## src/rtl/fc_operand_feeder.sv

```systemverilog
// fc_operand_feeder
//   Runs one fully-connected accumulation job into the FC MAC core. On an
//   accepted start it clears the core and reads the node/weight operand
//   pairs from two synchronous single-port memories. It streams those pairs
//   with the layer bias into the core, then captures the core's result.
//
// Build option:
//   FC_BIAS_ONCE_EN  defined   -> bias is presented on the first valid beat only
//                    undefined -> bias is presented on every valid beat
//
// Ports:
//   clk, reset                 clock, asynchronous active-high reset
//   i_start, i_len, i_bias     job request, beat count, layer bias (sampled at start)
//   o_idle, o_done, o_result   controller status and captured accumulation
//   o_node_ce/o_wegt_ce        memory read enables
//   o_node_addr/o_wegt_addr    memory read addresses (always identical)
//   i_node_q, i_wegt_q         memory read data, one cycle after ce/addr
//   o_run                      core clear pulse
//   o_valid, o_node, o_wegt,
//   o_bias                     core operand beat
//   i_core_result              core accumulator output
//
// state   | meaning
// --------+--------------------------------------------------------------
// S_IDLE  | waiting for i_start; len/bias latched on acceptance
// S_CLEAR | one cycle, o_run=1 clears the core accumulator
// S_FETCH | len cycles, one memory read per cycle at addr 0..len-1
// S_DRAIN | two cycles, last beat lands in core; capture at end of 2nd
// S_DONE  | one cycle, o_done=1, o_result valid

module fc_operand_feeder #(
  parameter int IN_DATA_WIDTH = 16,
  parameter int NUM_NODE      = 64,
  parameter int ADDR_WIDTH    = 6
) (
  input  logic                       clk,
  input  logic                       reset,
  input  logic                       i_start,
  input  logic [ADDR_WIDTH:0]        i_len,
  input  logic [IN_DATA_WIDTH-1:0]   i_bias,
  output logic                       o_idle,
  output logic                       o_done,
  output logic [4*IN_DATA_WIDTH-1:0] o_result,
  output logic                       o_node_ce,
  output logic                       o_wegt_ce,
  output logic [ADDR_WIDTH-1:0]      o_node_addr,
  output logic [ADDR_WIDTH-1:0]      o_wegt_addr,
  input  logic [IN_DATA_WIDTH-1:0]   i_node_q,
  input  logic [IN_DATA_WIDTH-1:0]   i_wegt_q,
  output logic                       o_run,
  output logic                       o_valid,
  output logic [IN_DATA_WIDTH-1:0]   o_node,
  output logic [IN_DATA_WIDTH-1:0]   o_wegt,
  output logic [IN_DATA_WIDTH-1:0]   o_bias,
  input  logic [4*IN_DATA_WIDTH-1:0] i_core_result
);

  localparam int                  RES_WIDTH = 4*IN_DATA_WIDTH;
  localparam logic [ADDR_WIDTH:0] LEN_MAX   = (ADDR_WIDTH+1)'(NUM_NODE);
  localparam logic [ADDR_WIDTH:0] LEN_ONE   = (ADDR_WIDTH+1)'(1);

  typedef enum logic [2:0] {
    S_IDLE,
    S_CLEAR,
    S_FETCH,
    S_DRAIN,
    S_DONE
  } state_t;

  state_t                 state_q;
  state_t                 state_d;

  logic [ADDR_WIDTH:0]    len_clamped;
  logic [ADDR_WIDTH:0]    beats_q;     // fetch beats still to issue
  logic [ADDR_WIDTH-1:0]  addr_q;
  logic                   drain_q;     // drain down-counter, terminal at 0
  logic [IN_DATA_WIDTH-1:0] bias_q;
  logic                   valid_q;
  logic [RES_WIDTH-1:0]   result_q;
  logic                   ce;
  logic                   run;
  logic                   done;
`ifdef FC_BIAS_ONCE_EN
  logic                   first_q;     // current valid beat came from address 0
`endif

  assign len_clamped = (i_len > LEN_MAX) ? LEN_MAX : i_len;

  always_ff @(posedge clk or posedge reset) begin
    if (reset) begin
      state_q <= S_IDLE;
    end else begin
      state_q <= state_d;
    end
  end

  always_comb begin
    state_d = state_q;
    ce      = 1'b0;
    run     = 1'b0;
    done    = 1'b0;
    case (state_q)
      S_IDLE: begin
        if (i_start) state_d = S_CLEAR;
      end
      S_CLEAR: begin
        run     = 1'b1;
        state_d = (beats_q == '0) ? S_DRAIN : S_FETCH;
      end
      S_FETCH: begin
        ce = 1'b1;
        if (beats_q == LEN_ONE) state_d = S_DRAIN;
      end
      S_DRAIN: begin
        if (drain_q == 1'b0) state_d = S_DONE;
      end
      S_DONE: begin
        done    = 1'b1;
        state_d = S_IDLE;
      end
      default: state_d = S_IDLE;
    endcase
  end

  always_ff @(posedge clk or posedge reset) begin
    if (reset) begin
      beats_q  <= '0;
      addr_q   <= '0;
      drain_q  <= 1'b1;
      bias_q   <= '0;
      valid_q  <= 1'b0;
      result_q <= '0;
    end else begin
      valid_q <= ce;
      // Preloaded outside DRAIN so the two drain cycles need no entry logic.
      drain_q <= (state_q == S_DRAIN) ? drain_q - 1'b1 : 1'b1;
      case (state_q)
        S_IDLE: begin
          if (i_start) begin
            beats_q <= len_clamped;
            bias_q  <= i_bias;
            addr_q  <= '0;
          end
        end
        S_FETCH: begin
          addr_q  <= addr_q + 1'b1;
          beats_q <= beats_q - 1'b1;
        end
        default: ;
      endcase
      // Second drain cycle: the core has absorbed the final beat.
      if (state_q == S_DRAIN && drain_q == 1'b0) result_q <= i_core_result;
    end
  end

`ifdef FC_BIAS_ONCE_EN
  always_ff @(posedge clk or posedge reset) begin
    if (reset) begin
      first_q <= 1'b0;
    end else begin
      first_q <= ce && (addr_q == '0);
    end
  end
`endif

  assign o_idle      = (state_q == S_IDLE);
  assign o_done      = done;
  assign o_run       = run;
  assign o_result    = result_q;
  assign o_node_ce   = ce;
  assign o_wegt_ce   = ce;
  assign o_node_addr = ce ? addr_q : '0;
  assign o_wegt_addr = ce ? addr_q : '0;
  assign o_valid     = valid_q;
  // Read data is only meaningful on valid beats; zero otherwise so the core
  // and reset view never see stale memory output.
  assign o_node      = valid_q ? i_node_q : '0;
  assign o_wegt      = valid_q ? i_wegt_q : '0;
`ifdef FC_BIAS_ONCE_EN
  assign o_bias      = (valid_q && first_q) ? bias_q : '0;
`else
  assign o_bias      = valid_q ? bias_q : '0;
`endif

endmodule

```

## config.mk

```make
export PLATFORM = sky130hd
export DESIGN_NAME = fc_operand_feeder
export DESIGN_NICKNAME = d
export VERILOG_FILES = /design/src/rtl/fc_operand_feeder.sv
export SDC_FILE = /design/constraint.sdc
export NUM_CORES = 1
export LEC_CHECK = 0
export CAP_MARGIN = 40
export CORE_MARGIN = 2
export CORE_UTILIZATION = 41
export DETAILED_ROUTE_END_ITERATION = 6
export PLACE_DENSITY_LB_ADDON = 0.12
export SYNTH_ARGS = -nofsm -noshare
export SYNTH_HDL_FRONTEND = slang
export SYNTH_SLANG_ARGS = --single-unit
```

## constraint.sdc

```tcl
create_clock -name clk -period 6.7 [get_ports clk]
set_input_delay 1.005 -clock clk [delete_from_list [all_inputs] [get_ports clk]]
set_output_delay 1.005 -clock clk [all_outputs]
set_load 0.03 [all_outputs]
```

==> results of run 1 <==
==> through the flow <==
| stage | hold slack [ps] | cells | util | power, mW |
|---|---|---|---|---|
| after floorplan | 437 | 369 | - | 1.61 |
| after global placement | 449 | 729 | 0.666 | 2.07 |
| after detailed placement | 454 | 730 | 0.668 | 2.11 |
| after CTS | 478 | 746 | 0.687 | 2.51 |
| after global routing | 502 | 746 | 0.687 | 2.62 |
| final | 473 | 746 | 0.687 | 2.48 |
==> Yosys cell counts, drive strengths merged (3+ instances only) <==
cell type,n
buf,25
clkbuf,5
mux2,64
nor3,4
a21oi,3
dfrtp,97
o21ai,10
inv,4
and2,55
ha,4
nand2,56
nor3b,3
nand3,5
a32oi,3
nor2,9
==> critical path, delay by kind of cell (launching register included) <==
family | cells | cell delay, ps
buffers and inverters | 2 | 910
AND/OR/NAND/NOR | 2 | 770
flip-flops | 1 | 540
==> layer usage <==
layer / up-vias / share of wire / global-route usage
li1: 1702 / - / -
met1: 1689 / 0.35 / 0.216
met2: 195 / 0.49 / 0.354
met3: 27 / 0.12 / 0.0987
met4: 0 / 0.035 / 0.103
met5: - / 0 / 0
==> placed cells by master (no fill, tap or decap), types with 2 or more instances in the layout <==
| cell | Yosys | routed |
|---|---|---|
| a21oi_1 | 3 | 3 |
| a32oi_1 | 3 | 3 |
| and2_1 | 55 | 55 |
| buf_4 | 12 | 3 |
| clkbuf_1 | 5 | 3 |
| clkbuf_8 | 0 | 11 |
| clkdlybuf4s50_1 | 0 | 251 |
| dfrtp_1 | 97 | 97 |
| ha_1 | 4 | 4 |
| inv_1 | 3 | 2 |
| mux2_2 | 64 | 64 |
| nand2_1 | 55 | 55 |
| nand3_1 | 5 | 5 |
| nand4_1 | 2 | 2 |
| nor2_1 | 8 | 8 |
| nor3_1 | 4 | 3 |
| nor3b_1 | 2 | 2 |
| o21ai_0 | 9 | 9 |
| xnor2_1 | 2 | 2 |
==> final cells by class <==
cell class | instances | area [sq um]
flip-flops and latches | 98 | 2450
fillers | 796 | 3250
repair buffers | 255 | 2550
clock buffers | 14 | 163
well taps | 136 | 170
clock inverters | 2 | 37.5
multi-input cells | 237 | 1730
inverters | 4 | 22.5
==> final timing paths <==
| path | from | end | slack, ps | depth (start not counted) |
|---|---|---|---|---|
| setup / recovery | state_q[1] | o_node_addr[0] | 3100 | 4 |
| setup reg to reg | state_q[1] | o_result[27] | 4330 | 4 |
| hold reg to reg | bias_q[2] | bias_q[2] | 470 | 2 |
| min in group asynchronous | reset | o_result[36] | 1040 | 2 |
| max in group asynchronous | reset | o_result[38] | 4580 | 3 |
| hold / removal | bias_q[2] | bias_q[2] | 470 | 2 |
==> power breakdown <==
group | total (mW) | switching (mW) | internal (mW)
Combinational | 1.23 | 0.665 | 0.561
Sequential | 0.861 | 0.111 | 0.750
Clock | 0.392 | 0.199 | 0.194
==> cell families (layout without fill, tap and decap cells) <==
family                   count (synthesis)  in the layout  share of synthesized area
XOR/XNOR                                 2              2                    0.00398
buffers and inverters                   34            275                     0.0531
flip-flops                              98             98                      0.557
adder cells (fa/ha/maj)                  4              4                     0.0114
multiplexers                            65             65                      0.169
AO/OA/AOI/OAI                           24             24                     0.0367
AND/OR/NAND/NOR                        142            142                      0.169
==> sequential cells by signal, indices dropped and copies added, names as in the netlist <==
| name | cells |
|---|---|
| o_result | 64 |
| o_valid | 1 |
| addr_q | 6 |
| state_q | 3 |
| bias_q | 16 |
| beats_q | 7 |
| drain_q | 1 |
==> impl_metrics.prom, run 1 <==
# TYPE chip_impl_metric gauge
chip_impl_metric{name="h-tree-depth",unit=""} 3
chip_impl_metric{name="asyncSetResetFlopFracSynth",unit=""} 1.00
chip_impl_info{name="timing.critical_path.to_type",value="output port"} 1
chip_impl_metric{name="cts_max_path_buffers",unit=""} 2
chip_impl_metric{name="power.leakage",unit="nW"} 3.12
chip_impl_metric{name="cp_data_required_time",unit="ps"} 5690
chip_impl_metric{name="antenna_found_initial",unit=""} 0
chip_impl_metric{name="final.setup.tns",unit="ps"} 0
chip_impl_metric{name="drt_wl_total",unit="microns"} 12100
chip_impl_metric{name="die_outline_area",unit="sq mm"} 0.0116
chip_impl_metric{name="unique_masters_post_synth",unit=""} 43
chip_impl_metric{name="critPathMaxFanout",unit=""} 22
chip_impl_metric{name="num_io_pins",unit=""} 252
chip_impl_metric{name="clock_insertion_delay_worst_skew",unit="ps"} 370
chip_impl_metric{name="synth_warnings",unit=""} 0
chip_impl_metric{name="die_h",unit="microns"} 108
chip_impl_metric{name="synth_seq_area_share",unit=""} 0.557
chip_impl_metric{name="setup_violations",unit=""} 0
chip_impl_metric{name="die_w",unit="microns"} 108
chip_impl_info{name="cp_slowest_cell",value="clkdlybuf4s50_1"} 1
chip_impl_info{name="worstHoldPathType",value="flip-flop to flip-flop"} 1
chip_impl_metric{name="slowest_delay",unit="ps"} 680
chip_impl_metric{name="dpl_cell_area",unit="sq mm"} 0.00692
chip_impl_metric{name="final_design_area_no_fill",unit="sq mm"} 0.00712
chip_impl_info{name="cts_tree",value="yes"} 1
chip_impl_metric{name="minimum_clock_period_after_layout",unit="ps"} 3600
chip_impl_metric{name="post_synth.cell_area_avg",unit="sq um"} 11.9
chip_impl_metric{name="setup_slack",unit="ps"} 3100
chip_impl_metric{name="grt_pass1_vias",unit=""} 3781
chip_impl_metric{name="drv.max_cap_violation_count",unit=""} 0
chip_impl_metric{name="timing.max_slew.rel_slack",unit=""} 0.396
chip_impl_info{name="run_status",value="completed"} 1
chip_impl_metric{name="post_cts_resize_count",unit=""} 0
chip_impl_metric{name="power_density",unit="mW/mm^2"} 348
chip_impl_metric{name="largest_net_degree_at_the_start_of_global_routing",unit=""} 60
chip_impl_metric{name="area_growth_from_synthesis_to_layout",unit="%"} 61.8
chip_impl_metric{name="final_min_period_over_clock_period",unit=""} 0.538
chip_impl_info{name="startpoint_type_of_the_worst_setup_path",value="flip-flop"} 1
chip_impl_metric{name="detailedRoute.firstIterationViolations",unit=""} 111
chip_impl_metric{name="avgRoutedWirePerCell",unit="microns"} 16.2
chip_impl_metric{name="post-cts-setup-buffers",unit=""} 0
chip_impl_metric{name="grt_first_pass_wirelength",unit="microns"} 18600
chip_impl_metric{name="syn-cell-area",unit="sq mm"} 0.00440
chip_impl_metric{name="io_buffers",unit=""} 251
chip_impl_metric{name="detail_route.first_pass.iterations",unit=""} 4
chip_impl_metric{name="antenna-diode-count",unit=""} 0
chip_impl_metric{name="hpwlAfterDp",unit="microns"} 9290
chip_impl_metric{name="worst_pin_slew",unit="ps"} 906
chip_impl_metric{name="worst_setup_hold_path_clk_slew",unit="ps"} 90
chip_impl_metric{name="post_cts_hold_buffers",unit=""} 0
chip_impl_metric{name="routed-via-count",unit=""} 3613
chip_impl_metric{name="fmax",unit="GHz"} 0.278
chip_impl_metric{name="hold_viol_final",unit=""} 0
chip_impl_metric{name="cts.sinks",unit=""} 98
chip_impl_metric{name="synthCells",unit=""} 369
chip_impl_metric{name="floorplan.rows",unit=""} 37
chip_impl_metric{name="floorplan.core_area",unit="sq mm"} 0.0104
chip_impl_info{name="setup.worst_path.class",value="flip-flop to output port"} 1
chip_impl_info{name="dominantRegCellSynth",value="dfrtp_1"} 1
chip_impl_metric{name="ir_worst_vdd",unit="mV"} 0.199
chip_impl_metric{name="drc_errors",unit=""} 0
chip_impl_info{name="root_buffer_selected_by_cts",value="clkbuf_8"} 1
chip_impl_info{name="grt_setup_unrepaired",value="no"} 1
chip_impl_metric{name="detail_route.vias_per_cell",unit=""} 4.84
chip_impl_info{name="synthTopCellsByArea",value="dfrtp_1, mux2_2, and2_1"} 1
chip_impl_metric{name="gr-usage-all-layers",unit=""} 0.209
chip_impl_metric{name="synth_seq_cells",unit=""} 98
chip_impl_metric{name="cts-buffers-inserted",unit=""} 9
chip_impl_metric{name="mappedNetlistNets",unit=""} 495
chip_impl_metric{name="detailedPlace.worstSlack",unit="ps"} 3370
chip_impl_metric{name="finalNetCount",unit=""} 731
chip_impl_metric{name="worstPathArrival",unit="ps"} 2600
chip_impl_metric{name="slew_violations",unit=""} 0
chip_impl_metric{name="initial_core_util",unit=""} 0.425
chip_impl_info{name="synthDominantAreaCellType",value="dfrtp_1"} 1
chip_impl_metric{name="synth_enable_flop_cells",unit=""} 0
chip_impl_metric{name="gp_routability_congestion",unit=""} 0.768
chip_impl_metric{name="globalRouteOverflowTotal",unit=""} 0
chip_impl_metric{name="post_route_cells_drive_above_1_share",unit=""} 0.151
chip_impl_metric{name="setup_skew_after_layout",unit="ps"} 6.73
chip_impl_info{name="cell_chain_critical_path",value="or3b_1 > inv_6 > and2_1 > clkdlybuf4s50_1"} 1
chip_impl_metric{name="drtAntennaViolNets",unit=""} 0
chip_impl_metric{name="synthDominantCellAreaShare",unit=""} 0.551
Power figures use the tool's default switching activity.
==> run 2, diff against run 1 <==
Settings changed: CORE_UTILIZATION 41 to 38.
Clock period 6.7 ns to 3.49 ns, I/O delays scaled along.
==> run 2 against run 1 <==
Net effect:
- register-to-register slack got worse by 2900 ps
- die area increased by 7.6%
- count of clock-buffer cells in the layout fell by 2
- clock power up 130%
- sequential share of layout area down 0.42 points
- critical endpoint is now o_node_addr[5]
- flip-flop and latch count stayed put
- highest routed layer unchanged
==> impl_metrics.prom, run 2 (synthesis results as in run 1) <==
# TYPE chip_impl_metric gauge
chip_impl_metric{name="detailedRoute.firstIterationViolations",unit=""} 113
chip_impl_metric{name="drt_wl_total",unit="microns"} 11500
chip_impl_info{name="cell_chain_critical_path",value="or3b_1 > inv_6 > and2_1 > clkdlybuf4s50_1"} 1
chip_impl_metric{name="detail_route.first_pass.iterations",unit=""} 5
chip_impl_info{name="root_buffer_selected_by_cts",value="clkbuf_16"} 1
chip_impl_metric{name="cts.sinks",unit=""} 98
chip_impl_info{name="grt_setup_unrepaired",value="no"} 1
chip_impl_metric{name="setup_skew_after_layout",unit="ps"} 5.72
chip_impl_metric{name="number_of_buffers_and_inverters_on_the_critical_path",unit=""} 2
chip_impl_metric{name="fmax",unit="GHz"} 0.326
chip_impl_metric{name="largest_reg_flops",unit=""} 64
chip_impl_metric{name="routed-via-count",unit=""} 3569
chip_impl_metric{name="worstPathArrival",unit="ps"} 2540
chip_impl_info{name="leading_cell_type_in_the_layout_fill_and_taps_excluded",value="clkdlybuf4s50_1"} 1
chip_impl_metric{name="slew_violations",unit=""} 0
chip_impl_metric{name="globalRouteOverflowTotal",unit=""} 0
chip_impl_metric{name="slowest_delay",unit="ps"} 700
chip_impl_metric{name="critPathMaxFanout",unit=""} 22
chip_impl_metric{name="antenna_found_initial",unit=""} 0
chip_impl_metric{name="grt_first_pass_wirelength",unit="microns"} 18900
chip_impl_metric{name="finalNetCount",unit=""} 731
chip_impl_info{name="cp_slowest_cell",value="clkdlybuf4s50_1"} 1
chip_impl_metric{name="post_cts_resize_count",unit=""} 0
chip_impl_info{name="run_status",value="completed"} 1
chip_impl_info{name="timing.critical_path.to_type",value="output port"} 1
chip_impl_metric{name="antenna-diode-count",unit=""} 0
chip_impl_metric{name="worst_setup_hold_path_clk_slew",unit="ps"} 70
chip_impl_metric{name="floorplan.core_area",unit="sq mm"} 0.0114
chip_impl_metric{name="avgRoutedWirePerCell",unit="microns"} 15.3
chip_impl_metric{name="final.setup.tns",unit="ps"} 0
chip_impl_info{name="startpoint_type_of_the_worst_setup_path",value="flip-flop"} 1
chip_impl_metric{name="setup_violations",unit=""} 0
chip_impl_info{name="layout_common_cells",value="clkdlybuf4s50_1, dfrtp_1, mux2_2, nand2_1, and2_1"} 1
chip_impl_metric{name="gr-usage-all-layers",unit=""} 0.189
chip_impl_info{name="cpLargestDelayFamily",value="buffers and inverters"} 1
chip_impl_metric{name="detail_route.vias_per_cell",unit=""} 4.74
chip_impl_metric{name="worst_pin_slew",unit="ps"} 875
chip_impl_metric{name="power_density",unit="mW/mm^2"} 681
chip_impl_metric{name="io_buffers",unit=""} 251
chip_impl_metric{name="h-tree-depth",unit=""} 3
chip_impl_metric{name="timing.max_slew.rel_slack",unit=""} 0.416
chip_impl_metric{name="drtAntennaViolNets",unit=""} 0
chip_impl_metric{name="setup_slack",unit="ps"} 425
chip_impl_info{name="worstHoldPathType",value="flip-flop to flip-flop"} 1
chip_impl_info{name="cts_tree",value="yes"} 1
chip_impl_metric{name="die_h",unit="microns"} 112
chip_impl_metric{name="post_cts_hold_buffers",unit=""} 0
chip_impl_metric{name="grt_pass1_vias",unit=""} 3742
chip_impl_metric{name="initial_core_util",unit=""} 0.387
chip_impl_metric{name="die_outline_area",unit="sq mm"} 0.0125
chip_impl_metric{name="post-cts-setup-buffers",unit=""} 0
chip_impl_info{name="setup.worst_path.class",value="flip-flop to output port"} 1
chip_impl_metric{name="ir_worst_vdd",unit="mV"} 0.508
chip_impl_metric{name="drv.max_cap_violation_count",unit=""} 0
chip_impl_metric{name="drc_errors",unit=""} 0
chip_impl_metric{name="detailedPlace.worstSlack",unit="ps"} 776
chip_impl_metric{name="hpwlAfterDp",unit="microns"} 8540
chip_impl_metric{name="clock_insertion_delay_worst_skew",unit="ps"} 340
chip_impl_metric{name="die_w",unit="microns"} 112
chip_impl_metric{name="floorplan.rows",unit=""} 39
chip_impl_metric{name="final_min_period_over_clock_period",unit=""} 0.878
chip_impl_metric{name="power.leakage",unit="nW"} 3.15
chip_impl_metric{name="num_io_pins",unit=""} 252
chip_impl_metric{name="cts_max_path_buffers",unit=""} 2
chip_impl_metric{name="timing.hold.ws",unit="ps"} 466
chip_impl_metric{name="gp_routability_congestion",unit=""} 0.776
chip_impl_metric{name="cts-buffers-inserted",unit=""} 9
chip_impl_metric{name="post_route_cells_drive_above_1_share",unit=""} 0.152
chip_impl_metric{name="largest_net_degree_at_the_start_of_global_routing",unit=""} 99
chip_impl_metric{name="minimum_clock_period_after_layout",unit="ps"} 3070
chip_impl_metric{name="area_growth_from_synthesis_to_layout",unit="%"} 63.8
chip_impl_metric{name="cp_data_required_time",unit="ps"} 2970
chip_impl_metric{name="hold_viol_final",unit=""} 0
[run 2: cell count changes in the layout (fill, tap and decap cells not counted)]
cell        change
clkinv_2        +1
buf_8           -1
bufinv_16       -1
clkbuf_8       -10
clkinvlp_4      +2
clkbuf_1        -1
clkbuf_16       +9
buf_12          +1
[run 2: through the flow]
stage,total power [mW],cells,utilization,instance area (sq um)
floorplan,3.08,369,-,4400
global placement,4.00,737,0.610,6940
detailed placement,4.04,737,0.610,6940
CTS,4.97,753,0.634,7210
global route,5.19,753,0.634,7210
finish,4.91,753,0.634,7210
[run 2: final timing paths]
path,start,end,slack [ps],depth (start not counted)
max,state_q[1],o_node_addr[5],420,4
min,bias_q[13],bias_q[13],470,2
max reg2reg,state_q[1],beats_q[2],1410,4
min reg2reg,bias_q[13],bias_q[13],470,2
max in group asynchronous,reset,drain_q,2440,3
min in group asynchronous,reset,o_result[35],670,3
[run 2: metal layers]
metal  global-route usage  vias to the layer above  share of wire  wire [microns]
met2                0.308                      180           0.48            5570
li1                     -                     1706              -               -
met3               0.0860                        7           0.11            1240
met5                    0                        -              0               0
met1                0.229                     1676           0.40            4650
met4               0.0494                        0         0.0075              86
[run 2: worst register-to-register path: cells and delay by family (launching register included)]
kind               cells  cell delay (ps)
and+or+nand+nor        3             1420
DFF                    1              480
AOI/OAI and AO/OA      1              100
[run 2: final cells by class]
cell class	count	area, sq um
inverter	4	22.5
multi-input combinational	237	1730
clock inverter	4	27.5
fill	905	4160
clock buffer	12	246
timing repair buffer	255	2550
tap	143	179
sequential	98	2450
[run 2: power by group]
part | switching [mW] | internal (mW)
combinational | 1.28 | 1.07
clock | 0.398 | 0.501
sequential | 0.210 | 1.44
==> run 3, diff against run 2 <==
Settings changed: CORE_UTILIZATION 38 to 35.
Clock period 3.49 ns to 2.9 ns, I/O delays scaled along.
==> run 3 against run 2 <==
Net effect:
- total power up 24%
- sequential power up 20%
- final cell count up 3.7%
- non-clock buffer count up 3
- hold slack worse by 0.91 ps
- clock power up 40%
- setup slack worse by 320 ps
- die area up 8.3%
- highest routed layer unchanged
==> impl_metrics.prom, run 3 (synthesis results as in run 1) <==
# TYPE chip_impl_metric gauge
chip_impl_metric{name="power.leakage",unit="nW"} 3.26
chip_impl_info{name="setup.worst_path.class",value="flip-flop to output port"} 1
chip_impl_info{name="regToRegStartpoint",value="state_q[0]"} 1
chip_impl_metric{name="initial_core_util",unit=""} 0.362
chip_impl_info{name="root_buffer_selected_by_cts",value="clkbuf_16"} 1
chip_impl_metric{name="avgRoutedWirePerCell",unit="microns"} 16.0
chip_impl_info{name="timing.critical_path.to_type",value="output port"} 1
chip_impl_metric{name="cp_data_required_time",unit="ps"} 2470
chip_impl_metric{name="cts-buffers-inserted",unit=""} 9
chip_impl_metric{name="slew_violations",unit=""} 0
chip_impl_metric{name="hpwlAfterDp",unit="microns"} 9510
chip_impl_metric{name="detailedRoute.firstIterationViolations",unit=""} 140
chip_impl_metric{name="layout.filler_cells",unit=""} 1049
chip_impl_metric{name="cts.sinks",unit=""} 98
chip_impl_metric{name="hold_viol_final",unit=""} 0
chip_impl_metric{name="drc_errors",unit=""} 0
chip_impl_metric{name="largest_reg_flops",unit=""} 64
chip_impl_metric{name="post_cts_hold_buffers",unit=""} 0
chip_impl_metric{name="io_buffers",unit=""} 251
chip_impl_metric{name="power",unit="mW"} 6.10
chip_impl_metric{name="setup_skew_after_layout",unit="ps"} 5.71
chip_impl_metric{name="die_h",unit="microns"} 116
chip_impl_metric{name="die_w",unit="microns"} 116
chip_impl_metric{name="seqCellArea",unit="sq mm"} 0.00245
chip_impl_info{name="worstHoldPathType",value="flip-flop to flip-flop"} 1
chip_impl_info{name="worstSetupStartpoint",value="state_q[0]"} 1
chip_impl_metric{name="minimum_clock_period_after_layout",unit="ps"} 2800
chip_impl_metric{name="routed-via-count",unit=""} 3630
chip_impl_metric{name="h-tree-depth",unit=""} 3
chip_impl_metric{name="antenna_found_initial",unit=""} 0
chip_impl_metric{name="floorplan.rows",unit=""} 40
chip_impl_metric{name="drtAntennaViolNets",unit=""} 0
chip_impl_metric{name="worst_pin_slew",unit="ps"} 628
chip_impl_metric{name="grt_first_pass_wirelength",unit="microns"} 18900
chip_impl_metric{name="antenna-diode-count",unit=""} 0
chip_impl_metric{name="setup_violations",unit=""} 0
chip_impl_info{name="layout_common_cells",value="clkdlybuf4s50_1, dfrtp_1, mux2_2, nand2_1, and2_1"} 1
chip_impl_metric{name="timing.hold.ws",unit="ps"} 465
chip_impl_metric{name="gr-usage-all-layers",unit=""} 0.182
chip_impl_metric{name="gp_routability_congestion",unit=""} 0.835
chip_impl_info{name="holdCritStartpoint",value="bias_q[1]"} 1
chip_impl_metric{name="worstPathArrival",unit="ps"} 2360
chip_impl_metric{name="worst_setup_hold_path_clk_slew",unit="ps"} 60
chip_impl_metric{name="drv.max_cap_violation_count",unit=""} 0
chip_impl_metric{name="die_outline_area",unit="sq mm"} 0.0135
chip_impl_metric{name="final_min_period_over_clock_period",unit=""} 0.965
chip_impl_metric{name="post_cts_resize_count",unit=""} 1
chip_impl_info{name="leading_cell_type_in_the_layout_fill_and_taps_excluded",value="clkdlybuf4s50_1"} 1
chip_impl_metric{name="post-cts-setup-buffers",unit=""} 0
chip_impl_metric{name="drt_wl_total",unit="microns"} 12500
chip_impl_metric{name="detail_route.vias_per_cell",unit=""} 4.65
chip_impl_metric{name="area_growth_from_synthesis_to_layout",unit="%"} 66.6
chip_impl_info{name="cts_tree",value="yes"} 1
chip_impl_info{name="startpoint_type_of_the_worst_setup_path",value="flip-flop"} 1
chip_impl_metric{name="largest_net_degree_at_the_start_of_global_routing",unit=""} 65
chip_impl_metric{name="floorplan.core_area",unit="sq mm"} 0.0122
chip_impl_metric{name="critPathMaxFanout",unit=""} 22
chip_impl_metric{name="post_route_cells_drive_above_1_share",unit=""} 0.157
chip_impl_metric{name="finalNetCount",unit=""} 734
chip_impl_metric{name="grt_pass1_vias",unit=""} 3760
chip_impl_metric{name="cts_max_path_buffers",unit=""} 2
chip_impl_metric{name="detail_route.first_pass.iterations",unit=""} 4
chip_impl_metric{name="timing.max_slew.rel_slack",unit=""} 0.581
chip_impl_metric{name="multi_input_comb_area",unit="sq mm"} 0.00173
chip_impl_metric{name="num_io_pins",unit=""} 252
chip_impl_info{name="run_status",value="completed"} 1
chip_impl_metric{name="ir_worst_vdd",unit="mV"} 0.330
chip_impl_metric{name="globalRouteOverflowTotal",unit=""} 0
chip_impl_metric{name="power_density",unit="mW/mm^2"} 832
chip_impl_metric{name="fmax",unit="GHz"} 0.357
chip_impl_metric{name="clock_insertion_delay_worst_skew",unit="ps"} 340
## run 3: cell count changes in the layout (fill, tap and decap cells not counted), sizes merged
cell	previous run	this run
clkinvlp	3	1
clkbuf	12	14
bufinv	0	2
clkdlybuf4s50	251	246
inv	4	3
clkinv	1	0
buf	4	7
dlymetal6s2s	0	5
## run 3: worst paths after layout
check                            endpoint  slack (ps)  cells after the start
max reg2reg                    beats_q[3]        1070                      5
min                             bias_q[1]         460                      2
min in group asynchronous    o_result[39]         530                      2
max                        o_node_addr[2]         100                      4
max in group asynchronous         drain_q        1680                      3
min reg2reg                     bias_q[1]         460                      2
## run 3: per-stage QoR
step	setup slack [ps]	cell area (sq um)	utilization	cells	setup TNS, ps
global placement	336	7010	0.576	765	0
CTS	49.9	7320	0.602	781	0
global route	-1.52	7340	0.603	781	-2.92
detailed placement	295	7010	0.576	765	0
finish	102	7340	0.603	781	0
floorplan	596	4410	-	369	0
## run 3: report_power, final
group,total (mW),switching (mW),internal [mW]
Sequential,1.98,0.244,1.74
Combinational,2.86,1.56,1.30
Clock,1.26,0.482,0.781
Total,6.10,2.29,3.82
## run 3: area by class of cell
class                      instances  share of cell area
multi-input combinational        237               0.236
clock buffer                      14              0.0346
timing repair buffer             258               0.355
tap                              168              0.0287
clock inverter                     2             0.00819
sequential                        98               0.335
inverter                           4             0.00324
## run 3: worst max-delay path, stage by stage (launching register included)
cell             delay (ps)
dfrtp_1                 480
or3b_4                  520
inv_6                   190
and2_1                  160
clkdlybuf4s50_1         680
## run 3: layer usage
layer  up-vias  part of all wire  GRT usage
li1       1711                 -          -
met1      1730              0.37      0.195
met2       176              0.50      0.319
met3        13              0.13     0.0893
met4         0             0.012     0.0532
met5         -                 0          0
